**src/rtl/id_operand_stage.sv**
```systemverilog
// Decode-front operand stage between IF and EX: a DEPTH-entry {pc, inst} queue,
// rs/rt resolution with N-source priority forwarding, load-use interlock and a registered EX slot.
module id_operand_stage #(
    parameter int DATA_W = 32,
    parameter int DEPTH  = 2,
    parameter int NFWD   = 2,
    parameter int CNT_W  = 32
) (
    input  logic                   clk,
    input  logic                   rst,
    input  logic                   in_valid,
    output logic                   in_ready,
    input  logic [31:0]            in_pc,
    input  logic [31:0]            in_inst,
    input  logic                   flush,
    output logic [4:0]             rf_raddr1,
    output logic [4:0]             rf_raddr2,
    input  logic [DATA_W-1:0]      rf_rdata1,
    input  logic [DATA_W-1:0]      rf_rdata2,
    input  logic                   wb_we,
    input  logic [4:0]             wb_waddr,
    input  logic [DATA_W-1:0]      wb_wdata,
    input  logic [NFWD-1:0]        fwd_we,
    input  logic [5*NFWD-1:0]      fwd_waddr,
    input  logic [DATA_W*NFWD-1:0] fwd_wdata,
    input  logic [NFWD-1:0]        fwd_is_load,
    output logic                   out_valid,
    input  logic                   out_ready,
    output logic [31:0]            out_pc,
    output logic [31:0]            out_inst,
    output logic [DATA_W-1:0]      out_src1,
    output logic [DATA_W-1:0]      out_src2,
    output logic                   stallreq,
    output logic [CNT_W-1:0]       stall_cycles
);
    localparam int PTR_W = (DEPTH > 1) ? $clog2(DEPTH) : 1;
    localparam logic [PTR_W:0]   FULL_CNT = (PTR_W+1)'(DEPTH);
    localparam logic [CNT_W-1:0] CNT_MAX  = {CNT_W{1'b1}};

    // Returns {hazard, value}. Older sources are applied first so the youngest match wins.
    function automatic logic [DATA_W:0] resolve_operand(
        input logic [4:0]        addr,
        input logic [DATA_W-1:0] rf_val
    );
        logic [DATA_W:0] res;
        if (wb_we && (wb_waddr == addr)) begin
            res = {1'b0, wb_wdata};
        end else begin
            res = {1'b0, rf_val};
        end
        for (int i = NFWD - 1; i >= 0; i--) begin
            if (fwd_we[i] && (fwd_waddr[5*i +: 5] == addr)) begin
                if (fwd_is_load[i]) begin
                    res = {1'b1, {DATA_W{1'b0}}};
                end else begin
                    res = {1'b0, fwd_wdata[DATA_W*i +: DATA_W]};
                end
            end
        end
        if (addr == 5'd0) begin
            res = {(DATA_W+1){1'b0}};
        end
        return res;
    endfunction

    logic [31:0]       pc_q   [DEPTH];
    logic [31:0]       inst_q [DEPTH];
    logic [PTR_W-1:0]  rd_ptr_q, rd_ptr_d;
    logic [PTR_W-1:0]  wr_ptr_q, wr_ptr_d;
    logic [PTR_W:0]    count_q, count_d;

    logic              out_valid_q, out_valid_d;
    logic [31:0]       out_pc_q, out_pc_d;
    logic [31:0]       out_inst_q, out_inst_d;
    logic [DATA_W-1:0] out_src1_q, out_src1_d;
    logic [DATA_W-1:0] out_src2_q, out_src2_d;
    logic [CNT_W-1:0]  stall_cnt_q, stall_cnt_d;

    logic              head_valid_s;
    logic [31:0]       head_pc_s;
    logic [31:0]       head_inst_s;
    logic [DATA_W:0]   res1_s, res2_s;
    logic              stall_s;
    logic              slot_free_s;
    logic              issue_s;
    logic              push_s;

    assign head_valid_s = (count_q != {(PTR_W+1){1'b0}});
    assign head_pc_s    = pc_q[rd_ptr_q];
    assign head_inst_s  = inst_q[rd_ptr_q];
    assign rf_raddr1    = head_inst_s[25:21];
    assign rf_raddr2    = head_inst_s[20:16];
    assign res1_s       = resolve_operand(rf_raddr1, rf_rdata1);
    assign res2_s       = resolve_operand(rf_raddr2, rf_rdata2);

    // Handshake decisions; in_ready deliberately depends only on registered occupancy.
    always_comb begin
        in_ready    = (count_q != FULL_CNT);
        stall_s     = head_valid_s & (res1_s[DATA_W] | res2_s[DATA_W]);
        slot_free_s = ~out_valid_q | out_ready;
        issue_s     = head_valid_s & ~stall_s & slot_free_s & ~flush;
        push_s      = in_valid & in_ready & ~flush;
    end

    // Queue pointer and occupancy next state.
    always_comb begin
        rd_ptr_d = rd_ptr_q;
        wr_ptr_d = wr_ptr_q;
        count_d  = count_q;
        if (flush) begin
            rd_ptr_d = {PTR_W{1'b0}};
            wr_ptr_d = {PTR_W{1'b0}};
            count_d  = {(PTR_W+1){1'b0}};
        end else begin
            if (issue_s) begin
                rd_ptr_d = rd_ptr_q + 1'b1;
            end else begin
                rd_ptr_d = rd_ptr_q;
            end
            if (push_s) begin
                wr_ptr_d = wr_ptr_q + 1'b1;
            end else begin
                wr_ptr_d = wr_ptr_q;
            end
            case ({push_s, issue_s})
                2'b10:   count_d = count_q + 1'b1;
                2'b01:   count_d = count_q - 1'b1;
                default: count_d = count_q;
            endcase
        end
    end

    // Output slot and stall counter next state.
    always_comb begin
        out_valid_d = out_valid_q;
        out_pc_d    = out_pc_q;
        out_inst_d  = out_inst_q;
        out_src1_d  = out_src1_q;
        out_src2_d  = out_src2_q;
        if (flush) begin
            out_valid_d = 1'b0;
        end else if (issue_s) begin
            out_valid_d = 1'b1;
            out_pc_d    = head_pc_s;
            out_inst_d  = head_inst_s;
            out_src1_d  = res1_s[DATA_W-1:0];
            out_src2_d  = res2_s[DATA_W-1:0];
        end else if (slot_free_s) begin
            out_valid_d = 1'b0;
        end else begin
            out_valid_d = out_valid_q;
        end
        if (stall_s && (stall_cnt_q != CNT_MAX)) begin
            stall_cnt_d = stall_cnt_q + 1'b1;
        end else begin
            stall_cnt_d = stall_cnt_q;
        end
    end

    // Queue storage, written at the tail on every accepted push.
    always_ff @(posedge clk or posedge rst) begin
        if (rst) begin
            for (int i = 0; i < DEPTH; i++) begin
                pc_q[i]   <= 32'd0;
                inst_q[i] <= 32'd0;
            end
        end else if (push_s) begin
            pc_q[wr_ptr_q]   <= in_pc;
            inst_q[wr_ptr_q] <= in_inst;
        end
    end

    // Control and output-slot registers.
    always_ff @(posedge clk or posedge rst) begin
        if (rst) begin
            rd_ptr_q    <= {PTR_W{1'b0}};
            wr_ptr_q    <= {PTR_W{1'b0}};
            count_q     <= {(PTR_W+1){1'b0}};
            out_valid_q <= 1'b0;
            out_pc_q    <= 32'd0;
            out_inst_q  <= 32'd0;
            out_src1_q  <= {DATA_W{1'b0}};
            out_src2_q  <= {DATA_W{1'b0}};
            stall_cnt_q <= {CNT_W{1'b0}};
        end else begin
            rd_ptr_q    <= rd_ptr_d;
            wr_ptr_q    <= wr_ptr_d;
            count_q     <= count_d;
            out_valid_q <= out_valid_d;
            out_pc_q    <= out_pc_d;
            out_inst_q  <= out_inst_d;
            out_src1_q  <= out_src1_d;
            out_src2_q  <= out_src2_d;
            stall_cnt_q <= stall_cnt_d;
        end
    end

    assign out_valid    = out_valid_q;
    assign out_pc       = out_pc_q;
    assign out_inst     = out_inst_q;
    assign out_src1     = out_src1_q;
    assign out_src2     = out_src2_q;
    assign stallreq     = stall_s;
    assign stall_cycles = stall_cnt_q;

endmodule

```
**config.mk**
```make
export PLATFORM = sky130hd
export DESIGN_NAME = id_operand_stage
export DESIGN_NICKNAME = d
export VERILOG_FILES = /design/src/rtl/id_operand_stage.sv
export SDC_FILE = /design/constraint.sdc
export NUM_CORES = 1
export LEC_CHECK = 0
export ABC_AREA = 1
export CAP_MARGIN = 30
export CORE_MARGIN = 2
export CORE_UTILIZATION = 35
export DETAILED_ROUTE_END_ITERATION = 12
export MAX_ROUTING_LAYER = met4
export PLACE_DENSITY = 0.69
export SYNTH_ARGS = -nofsm -noshare
export SYNTH_HDL_FRONTEND = slang
export SYNTH_SLANG_ARGS = --single-unit
```
**constraint.sdc**
```tcl
create_clock -name clk -period 14.9 [get_ports clk]
set_input_delay 2.98 -clock clk [delete_from_list [all_inputs] [get_ports clk]]
set_output_delay 2.98 -clock clk [all_outputs]
set_load 0.1 [all_outputs]
```
==> summary.md, run 1 <==
| Metric | Value |
|---|---|
| Slew Viols, Final | `0` |
| Worst Hold Class | `reg -> reg` |
| Total Wirelength | `57600 um` |
| CP bufs+invs | `4` |
| HPWL after DPL | `40800 um` |
| Hold-fix buffers at CTS | `0` |
| Max clock buf depth | `3` |
| # placed instances | `2986` |
| TritonCTS clock tree | `done` |
| CTS resizes | `0` |
| Hold Slack | `481 ps` |
| Pleak | `10.6 nW` |
| Max_slew headroom | `27.0%` |
| Core box area | `44200 um2` |
| Vias per Instance | `5.09` |
| Synth top area cells | `dfrtp_1 (47%), nand2_1 (17%), o21ai_0 (5.1%)` |
| Final non-filler cell area | `22300 um2` |
| Fin Setup TNS | `0 ps` |
| Fmax | `110 MHz` |
| Share of post-route cells with drive strength above 1 | `7.57%` |
| Storage element area | `7330 um2` |
| Fin cells | `3057` |
| Routability cong. | `0.933` |
| End-of-flow core utilization | `50.5%` |
| Period utilisation layout | `61.1%` |
| CTS buffer count | `36` |
| DRC | `0` |
| Area taken by multi-input logic gates | `7020 um2` |
| Net Sw Frac | `52.2%` |
| Initial antenna violation count | `7` |
| PortBufs | `421` |
| Synthesis Warnings | `0` |
| I/O pin cnt | `422` |
| Yosys top cell area share | `46.9%` |
| Commonest cells after routing, fill and taps aside | `nand2_1 (728), clkdlybuf4s50_1 (421), dfrtp_1 (292)` |
| Initial Util | `35.4%` |
| H-Tree Depth | `2` |
| Synthesized area per cell | `7.63 um2` |
| Syn-to-layout area delta | `42.7%` |
| Largest area contributor in the netlist | `dfrtp_1` |
| First-pass GRT wire length | `91200 um` |
| Final hold vios | `0` |
| Mapped cell area | `15700 um2` |
| Drt initial violations | `1452` |
| Post-CTS setup buffers | `0` |
| Maximum vdd drop | `205 uV` |
| PnR Total Power | `5.43 mW` |
| Largest net degree at the start of global routing | `117` |
| CP startpoint kind | `input pin` |
| Net Sw Power | `2.84 mW` |
| Power density over cell area | `243 nW/um2` |
| Int Power | `2.60 mW` |
| Outcome | `finished clean` |
| Clock share of power | `16.7%` |
| Die width | `215 um` |
| Worst setup EP type | `output pin` |
| Sequential share of power | `24.8%` |
| Layout Nets | `2683` |
| Slowest stage delay, CP | `1160 ps` |
| Vias in the first global route | `15570` |
| Clock Skews | `8.30 ps` |
| Worst Path Required | `11920 ps` |
| CP Max Fanout | `25` |
| # Max-Cap Violations | `0` |
| Fill cells | `4138` |
| Rows | `77` |
| GRT Total Usage | `25.6%` |
| Placed inst area | `21100 um2` |
| Comb power frac | `58.5%` |
| Placement Setup Slack | `5730 ps` |
| Die Span Y | `215 um` |
| Worst-path clk slew | `50 ps` |
| Total gr overflow | `0` |
| Syn Nets | `2300` |
| Drt wl/cell | `18.8 um` |
| Slowest cell on the critical path | `clkdlybuf4s50_1` |
| Clk root buf | `clkbuf_16` |
| Final setup violation count | `0` |
| Delay-heaviest family, CP | `buffers and inverters` |
| TritonRoute pass-1 iters | `6` |
| Distinct cells, synth | `34` |
| Routed vias | `15554` |
| Endpoint arrival time on the critical path | `6130 ps` |
| Sequential area share after synthesis | `46.9%` |
| Min setup slack post-route | `5790 ps` |
| Worst setup path category | `in -> out` |
| Fin crit period | `9110 ps` |
| RSZ-0062 raised after global routing | `no` |
| Synthesized instance count | `2050` |
| Crit-path cells | `clkdlybuf4s50_1, inv_1, nand3_1, nand2_1, nor2_1, nand3_2, nand2_1, nand2_2, nand2_1, inv_2, nor2_4, clkdlybuf4s50_1` |
| Post-DRT Antenna Nets | `0` |
| Clock Sinks | `293` |
| CP most frequent cell | `nand2_1` |
| Yosys reg bits | `293` |
| Clk_lat worst skew | `550 ps` |
| Leading cell type in the layout, fill and taps excluded | `nand2_1` |
| Worst-Margin Slew | `1100 ps` |
| DIE AREA | `46400 um2` |
==> worst min-delay path: cells and delay by family, from the launching register on <==
kind / cells / cell delay, ps
DFF: 1 / 340
and+or+nand+nor: 2 / 120
==> flip-flops by register name, indices dropped and copies added (netlist names) <==
name          flops
count_q           2
inst_q           64
out_inst         32
out_pc           32
out_src1         32
out_src2         32
out_valid         1
pc_q             64
rd_ptr_q          1
stall_cycles     32
wr_ptr_q          1
==> power groups by stage <==
stage / registers, mW / logic, mW / clock network, mW
CTS: 1.35 / 3.19 / 0.930
global route: 1.39 / 3.37 / 0.958
global placement: 1.34 / 2.90 / 0
floorplan: 2.53 / 1.00 / 0
detailed placement: 1.35 / 3.18 / 0
finish: 1.35 / 3.18 / 0.907
==> synth_stat cells, drive strengths merged <==
cell type  count
nand2        735
dfrtp        293
nor2         211
inv          184
o21ai        165
o211ai        96
clkbuf        81
nand3         72
o31ai         54
buf           49
xor2          27
a22oi         22
nand4         20
nor3          19
nor4           8
xnor2          8
clkinv         1
ha             1
nand3b         1
nor3b          1
o22ai          1
o2bb2ai        1
==> worst paths after layout <==
check,start,slack [ps],endpoint,cells after the start
max,fwd_waddr[3],5790,stallreq,12
min,out_src1[20],480,out_src1[20],2
max reg2reg,rd_ptr_q,9480,out_pc[7],15
min reg2reg,out_src1[20],480,out_src1[20],2
max in group asynchronous,rst,9670,out_src2[22],4
min in group asynchronous,rst,3010,out_inst[15],2
==> metal layers <==
layer / GRT usage [%] / wire, um
met2: 39.7 / 26900
met4: 10.6 / 2130
met5: - / 0
met3: 6.92 / 5300
met1: 31.6 / 23300
==> logic make-up (layout without fill, tap and decap cells) <==
group,Yosys count,count (layout),share of synthesized area (%)
other cells,0,7,0
xor+xnor,35,35,1.96
simple gates,1067,1067,27.2
compound gates,339,339,15.4
fa+ha+maj,1,1,0.0799
flops,293,293,46.9
buf+inv,315,723,8.55
==> cell type report <==
class | count | area share [%]
inverters | 185 | 3.15
multi-input cells | 1442 | 31.4
diodes | 7 | 0.0784
well taps | 592 | 3.32
clock inverters | 7 | 0.627
flip-flops and latches | 293 | 32.8
repair buffers | 475 | 23.7
clock buffers | 56 | 4.82
No activity file was read; power rests on OpenSTA's default activity.
==> inputs of run 2 (changes only) <==
clock period = 8.55 ns   (was 14.9 ns; I/O delays follow)
==> summary.md, run 2 (synthesis results as in run 1) <==
| Metric | Value |
|---|---|
| Outcome | `finished clean (unchanged)` |
| Worst Hold End | `out_src1[26] (was out_src1[20])` |
| Share of post-route cells with drive strength above 1 | `7.54% (was 7.57%)` |
| PortBufs | `421 (unchanged)` |
| Total gr overflow | `0 (unchanged)` |
| CP Max Fanout | `25 (unchanged)` |
| Period utilisation layout | `76.4%` |
| Critical R2R Launch | `rd_ptr_q (unchanged)` |
| Final setup violation count | `0 (unchanged)` |
| CP startpoint kind | `input pin (unchanged)` |
| Initial antenna violation count | `7 (unchanged)` |
| Routability cong. | `0.952 (was 0.933)` |
| Routed vias | `15499 (was 15554)` |
| Placed inst area | `21100 um2 (about the same)` |
| Hold-fix buffers at CTS | `0 (unchanged)` |
| GRT Total Usage | `24.9% (was 25.6%)` |
| R2R depth | `14 (was 15)` |
| Post-route met1 wirelength | `23100 um (was 23300 um)` |
| Leading cell type in the layout, fill and taps excluded | `nand2_1 (unchanged)` |
| Die width | `215 um (unchanged)` |
| DIE AREA | `46400 um2 (unchanged)` |
| Hold Slack | `477 ps (was 481 ps)` |
| Max clock buf depth | `3 (unchanged)` |
| Maximum vdd drop | `274 uV (was 205 uV)` |
| TritonCTS clock tree | `done (unchanged)` |
| Fin crit period | `6540 ps` |
| Area taken by multi-input logic gates | `7020 um2 (unchanged)` |
| Post-CTS setup buffers | `0 (unchanged)` |
| Reg-to-reg endpoint | `count_q[1] (was out_pc[7])` |
| Max_slew headroom | `30.5% (was 27.0%)` |
| Clk_lat worst skew | `540 ps (was 550 ps)` |
| Fin Setup TNS | `0 ps (unchanged)` |
| Worst setup EP type | `output pin (unchanged)` |
| Clk root buf | `clkbuf_16 (unchanged)` |
| CTS resizes | `0 (unchanged)` |
| Clock Sinks | `293 (unchanged)` |
| Storage element area | `7330 um2 (unchanged)` |
| Die Span Y | `215 um (unchanged)` |
| Wire length on met3 | `4820 um (was 5300 um)` |
| CTS buffer count | `35 (was 36)` |
| DR WL met2 | `27100 um (was 26900 um)` |
| Post-DRT Antenna Nets | `0 (unchanged)` |
| End-of-flow core utilization | `50.3% (was 50.5%)` |
| Initial Util | `35.4% (unchanged)` |
| Worst Path Required | `6840 ps (was 11920 ps)` |
| Worst Hold Class | `reg -> reg (unchanged)` |
| Largest net degree at the start of global routing | `169 (was 117)` |
| Endpoint arrival time on the critical path | `4830 ps (was 6130 ps)` |
| Syn-to-layout area delta | `42.0% (was 42.7%)` |
| Commonest cells after routing, fill and taps aside | `nand2_1 (728), clkdlybuf4s50_1 (420), dfrtp_1 (292) (was nand2_1 (728), clkdlybuf4s50_1 (421), dfrtp_1 (292))` |
| Power density over cell area | `418 nW/um2 (was 243 nW/um2)` |
| HPWL after DPL | `40400 um (was 40800 um)` |
| Vias per Instance | `5.07 (was 5.09)` |
| Worst-path clk slew | `50 ps (about the same)` |
| # placed instances | `2986 (unchanged)` |
| Core box area | `44200 um2 (unchanged)` |
| Final hold vios | `0 (unchanged)` |
| Drt wl/cell | `18.6 um (was 18.8 um)` |
| Worst hold path depth | `2 (unchanged)` |
| I/O pin cnt | `422 (unchanged)` |
| Placement Setup Slack | `1950 ps (was 5730 ps)` |
| Fmax | `153 MHz` |
| Fin cells | `3055 (was 3057)` |
| TritonRoute pass-1 iters | `7 (was 6)` |
| Vias in the first global route | `15267 (was 15570)` |
| R2r setup slk | `4440 ps (was 9480 ps)` |
| Min setup slack post-route | `2010 ps (was 5790 ps)` |
| RSZ-0062 raised after global routing | `no (unchanged)` |
| Pleak | `10.6 nW (about the same)` |
| Drt initial violations | `1534 (was 1452)` |
| Largest registers | `inst_q (64), pc_q (64) (unchanged)` |
| H-Tree Depth | `2 (unchanged)` |
| First-pass GRT wire length | `88500 um (was 91200 um)` |
| Hold Startpoint | `out_src1[26] (was out_src1[20])` |
| Rows | `77 (unchanged)` |
| DRC | `0 (unchanged)` |
| Final non-filler cell area | `22200 um2 (was 22300 um2)` |
| # Max-Cap Violations | `0 (unchanged)` |
| Clock Skews | `11.9 ps (was 8.30 ps)` |
| Layout Nets | `2682 (was 2683)` |
| Slew Viols, Final | `0 (unchanged)` |
| Worst-Margin Slew | `1040 ps (was 1100 ps)` |
| Top Layer Used | `met4 (unchanged)` |
| Fill cells | `4113 (was 4138)` |
| PnR Total Power | `9.28 mW (was 5.43 mW)` |
| Worst setup path category | `in -> out (unchanged)` |
| Total Wirelength | `56800 um (was 57600 um)` |
## run 2: changes by cell type in the layout (fill, tap and decap cells not counted), moves of 2 or more
cell / before / now
clkbuf_16: 37 / 35
clkinv_8: 0 / 2
inv_16: 2 / 0
buf_12: 0 / 2
bufinv_16: 3 / 0
clkinvlp_4: 0 / 2
clkinv_2: 2 / 4
## run 2: routing by layer
layer | vias up | GRT usage, %
met5 | - | -
met3 | 86 | 6.30
met1 | 7394 | 30.4
met2 | 658 | 40.2
met4 | 0 | 8.78
li1 | 7361 | -
## run 2: critical path: stages
cell and delay [ps]:
clkdlybuf4s50_1 550, inv_1 70, nand2_1 70, nand2_1 50
nor2_1 140, nand3_2 400, nand2_1 220, nand2_2 110
nand2_1 120, inv_2 50, nor2_4 160, clkdlybuf4s50_1 1170
## run 2: final cells by class
type | instances | area share (%)
Timing Repair Buffer | 475 | 23.9
Clock buffer | 53 | 4.61
Antenna cell | 8 | 0.0901
Clock inverter | 7 | 0.270
Inverter | 185 | 3.15
Sequential cell | 293 | 33.0
Multi-Input combinational cell | 1442 | 31.6
Tap cell | 592 | 3.33
## run 2: worst max path at each step
stage / start / to / slack (ps) / depth (start not counted)
global route: fwd_waddr[4] / stallreq / 1770 / 12
CTS: fwd_waddr[4] / stallreq / 1940 / 12
finish: fwd_waddr[4] / stallreq / 2010 / 12
global placement: fwd_waddr[4] / stallreq / 1960 / 12
floorplan: rst / count_q[0] / 2950 / 1
detailed placement: fwd_waddr[4] / stallreq / 1950 / 12
## run 2: power by group
part / switching [mW] / total [mW] / internal (mW)
logic: 3.93 / 5.52 / 1.58
clock network: 0.590 / 1.42 / 0.827
registers: 0.374 / 2.35 / 1.98
==> inputs of run 3 (changes only) <==
PLACE_DENSITY = 0.71   (was 0.69)
clock period = 6 ns   (was 8.55 ns; I/O delays follow)
==> summary.md, run 3 (synthesis results as in run 1) <==
| Metric | Value |
|---|---|
| R2R depth | `19 (was 14)` |
| Comb power frac | `57.9% (was 59.4%)` |
| Net Sw Power | `7.03 mW (was 4.89 mW)` |
| Worst Hold Class | `reg -> reg (unchanged)` |
| CTS buffer count | `36 (was 35)` |
| Clk_lat worst skew | `550 ps (was 540 ps)` |
| R2r setup slk | `2070 ps (was 4440 ps)` |
| Post-DRT Antenna Nets | `0 (unchanged)` |
| Routability cong. | `0.953 (was 0.952)` |
| TritonRoute pass-1 iters | `5 (was 7)` |
| HPWL after DPL | `39700 um (was 40400 um)` |
| Initial Util | `35.4% (unchanged)` |
| Clock share of power | `17.3% (was 15.3%)` |
| Placed inst area | `21000 um2 (was 21100 um2)` |
| H-Tree Depth | `2 (unchanged)` |
| Critical R2R Launch | `rd_ptr_q (unchanged)` |
| Fill cells | `4215 (was 4113)` |
| DRC | `0 (unchanged)` |
| Vias in the first global route | `15067 (was 15267)` |
| Clock Sinks | `293 (unchanged)` |
| CTS resizes | `0 (unchanged)` |
| Initial antenna violation count | `6 (was 7)` |
| Fmax | `213 MHz` |
| Drt initial violations | `1673 (was 1534)` |
| Drt wl/cell | `18.6 um (about the same)` |
| Hold Slack | `478 ps (was 477 ps)` |
| CP Max Fanout | `72 (was 25)` |
| Max_slew headroom | `26.3% (was 30.5%)` |
| Core box area | `44200 um2 (unchanged)` |
| Fin Setup TNS | `0 ps (unchanged)` |
| Total gr overflow | `0 (unchanged)` |
| End point of the critical path | `stallreq (unchanged)` |
| Placement Setup Slack | `1530 ps (was 1950 ps)` |
| Post-CTS setup buffers | `0 (unchanged)` |
| First-pass GRT wire length | `87900 um (was 88500 um)` |
| Area taken by multi-input logic gates | `7020 um2 (unchanged)` |
| Layout Nets | `2681 (was 2682)` |
| Worst setup path category | `reg -> out (was in -> out)` |
| RSZ-0062 raised after global routing | `no (unchanged)` |
| Commonest cells after routing, fill and taps aside | `nand2_1 (728), clkdlybuf4s50_1 (419), dfrtp_1 (292) (was nand2_1 (728), clkdlybuf4s50_1 (420), dfrtp_1 (292))` |
| Maximum vdd drop | `360 uV (was 274 uV)` |
| Share of post-route cells with drive strength above 1 | `7.65% (was 7.54%)` |
| Worst Path Required | `4800 ps (was 6840 ps)` |
| Power density over cell area | `604 nW/um2 (was 418 nW/um2)` |
| Crit. Startpoint | `rd_ptr_q (was fwd_waddr[4])` |
| Endpoint arrival time on the critical path | `3500 ps (was 4830 ps)` |
| CP startpoint kind | `register (was input pin)` |
| PortBufs | `421 (unchanged)` |
| Storage element area | `7330 um2 (unchanged)` |
| Vias per Instance | `5.09 (was 5.07)` |
| Leading cell type in the layout, fill and taps excluded | `nand2_1 (unchanged)` |
| Int Power | `6.48 mW (was 4.39 mW)` |
| Worst setup EP type | `output pin (unchanged)` |
| Clock Skews | `20.0 ps (was 11.9 ps)` |
| Worst-path clk slew | `60 ps (was 50 ps)` |
| Total Wirelength | `56800 um (about the same)` |
| Max clock buf depth | `3 (unchanged)` |
| Net Sw Frac | `52.1% (was 52.7%)` |
| Die Span Y | `215 um (unchanged)` |
| Largest registers | `inst_q (64), pc_q (64) (unchanged)` |
| Min setup slack post-route | `1300 ps (was 2010 ps)` |
| I/O pin cnt | `422 (unchanged)` |
| Largest net degree at the start of global routing | `169 (unchanged)` |
| Final hold vios | `0 (unchanged)` |
| Period utilisation layout | `78.4%` |
| Syn-to-layout area delta | `42.8% (was 42.0%)` |
| Outcome | `finished clean (unchanged)` |
| Slew Viols, Final | `0 (unchanged)` |
| Routed vias | `15540 (was 15499)` |
| Worst-Margin Slew | `1100 ps (was 1040 ps)` |
| Final non-filler cell area | `22400 um2 (was 22200 um2)` |
| Rows | `77 (unchanged)` |
| GRT Total Usage | `24.7% (was 24.9%)` |
| Fin crit period | `4700 ps` |
| TritonCTS clock tree | `done (unchanged)` |
| DIE AREA | `46400 um2 (unchanged)` |
| Clk root buf | `clkbuf_16 (unchanged)` |
| Die width | `215 um (unchanged)` |
| Hold-fix buffers at CTS | `0 (unchanged)` |
| Reg-to-reg endpoint | `stall_cycles[9] (was count_q[1])` |
| # placed instances | `2981 (was 2986)` |
| Pleak | `10.6 nW (about the same)` |
| Sequential share of power | `24.8% (was 25.3%)` |
| Worst hold path depth | `2 (unchanged)` |
| Fin cells | `3055 (unchanged)` |
| Final setup violation count | `0 (unchanged)` |
| # Max-Cap Violations | `0 (unchanged)` |
==> run 3: layout make-up <==
type | count | share of cell area [%]
Clock buffer | 53 | 4.72
Antenna cell | 7 | 0.0784
Inverter | 185 | 3.13
Clock inverter | 10 | 0.918
Timing Repair Buffer | 473 | 23.6
Multi-Input combinational cell | 1442 | 31.4
Tap cell | 592 | 3.31
Sequential cell | 293 | 32.8
==> run 3: worst min path at each step <==
stage	from	end	slack, ps
6_report	out_src1[29]	out_src1[29]	480
5_1_grt	out_src2[19]	out_src2[19]	490
4_1_cts	out_src1[13]	out_src1[13]	480
3_5_place_dp	out_src1[13]	out_src1[13]	460
3_3_place_gp	out_src2[3]	out_src2[3]	460
2_1_floorplan	inst_q[16]	inst_q[16]	450
==> run 3: through the flow <==
stage,power (mW),utilization (%)
after floorplan,8.78,-
after global placement,10.5,45.7
after detailed placement,11.1,47.4
after CTS,13.5,50.3
after global routing,14.2,50.6
final,13.5,50.6
==> run 3: critical path, stage by stage (launching register included) <==
cell and delay (ps):
dfrtp_2 420, inv_4 610, nand2_1 240, nand2_2 230, nand2_1 70, nand2_1 60, nor2_1 50, nand3_2 50
buf_4 270, nor2_1 70, nor2_1 110, nand2_2 90, nand2_1 130, inv_2 50, nor2_4 140, buf_4 320
==> run 3: power by group through the flow <==
stage               Clock, mW  Sequential (mW)  Combinational [mW]
floorplan                   0             6.28                2.49
global placement            0             3.33                7.19
detailed placement          0             3.36                7.78
CTS                      2.39             3.35                7.80
global route             2.47             3.45                8.26
finish                   2.34             3.35                7.82
==> run 3: per-layer routing <==
layer	up-vias	wire length (um)	GRT usage, %
met5	-	0	-
met1	7381	23600	30.7
met4	0	2020	9.49
li1	7363	-	-
met2	678	26300	38.6
met3	118	4880	6.30
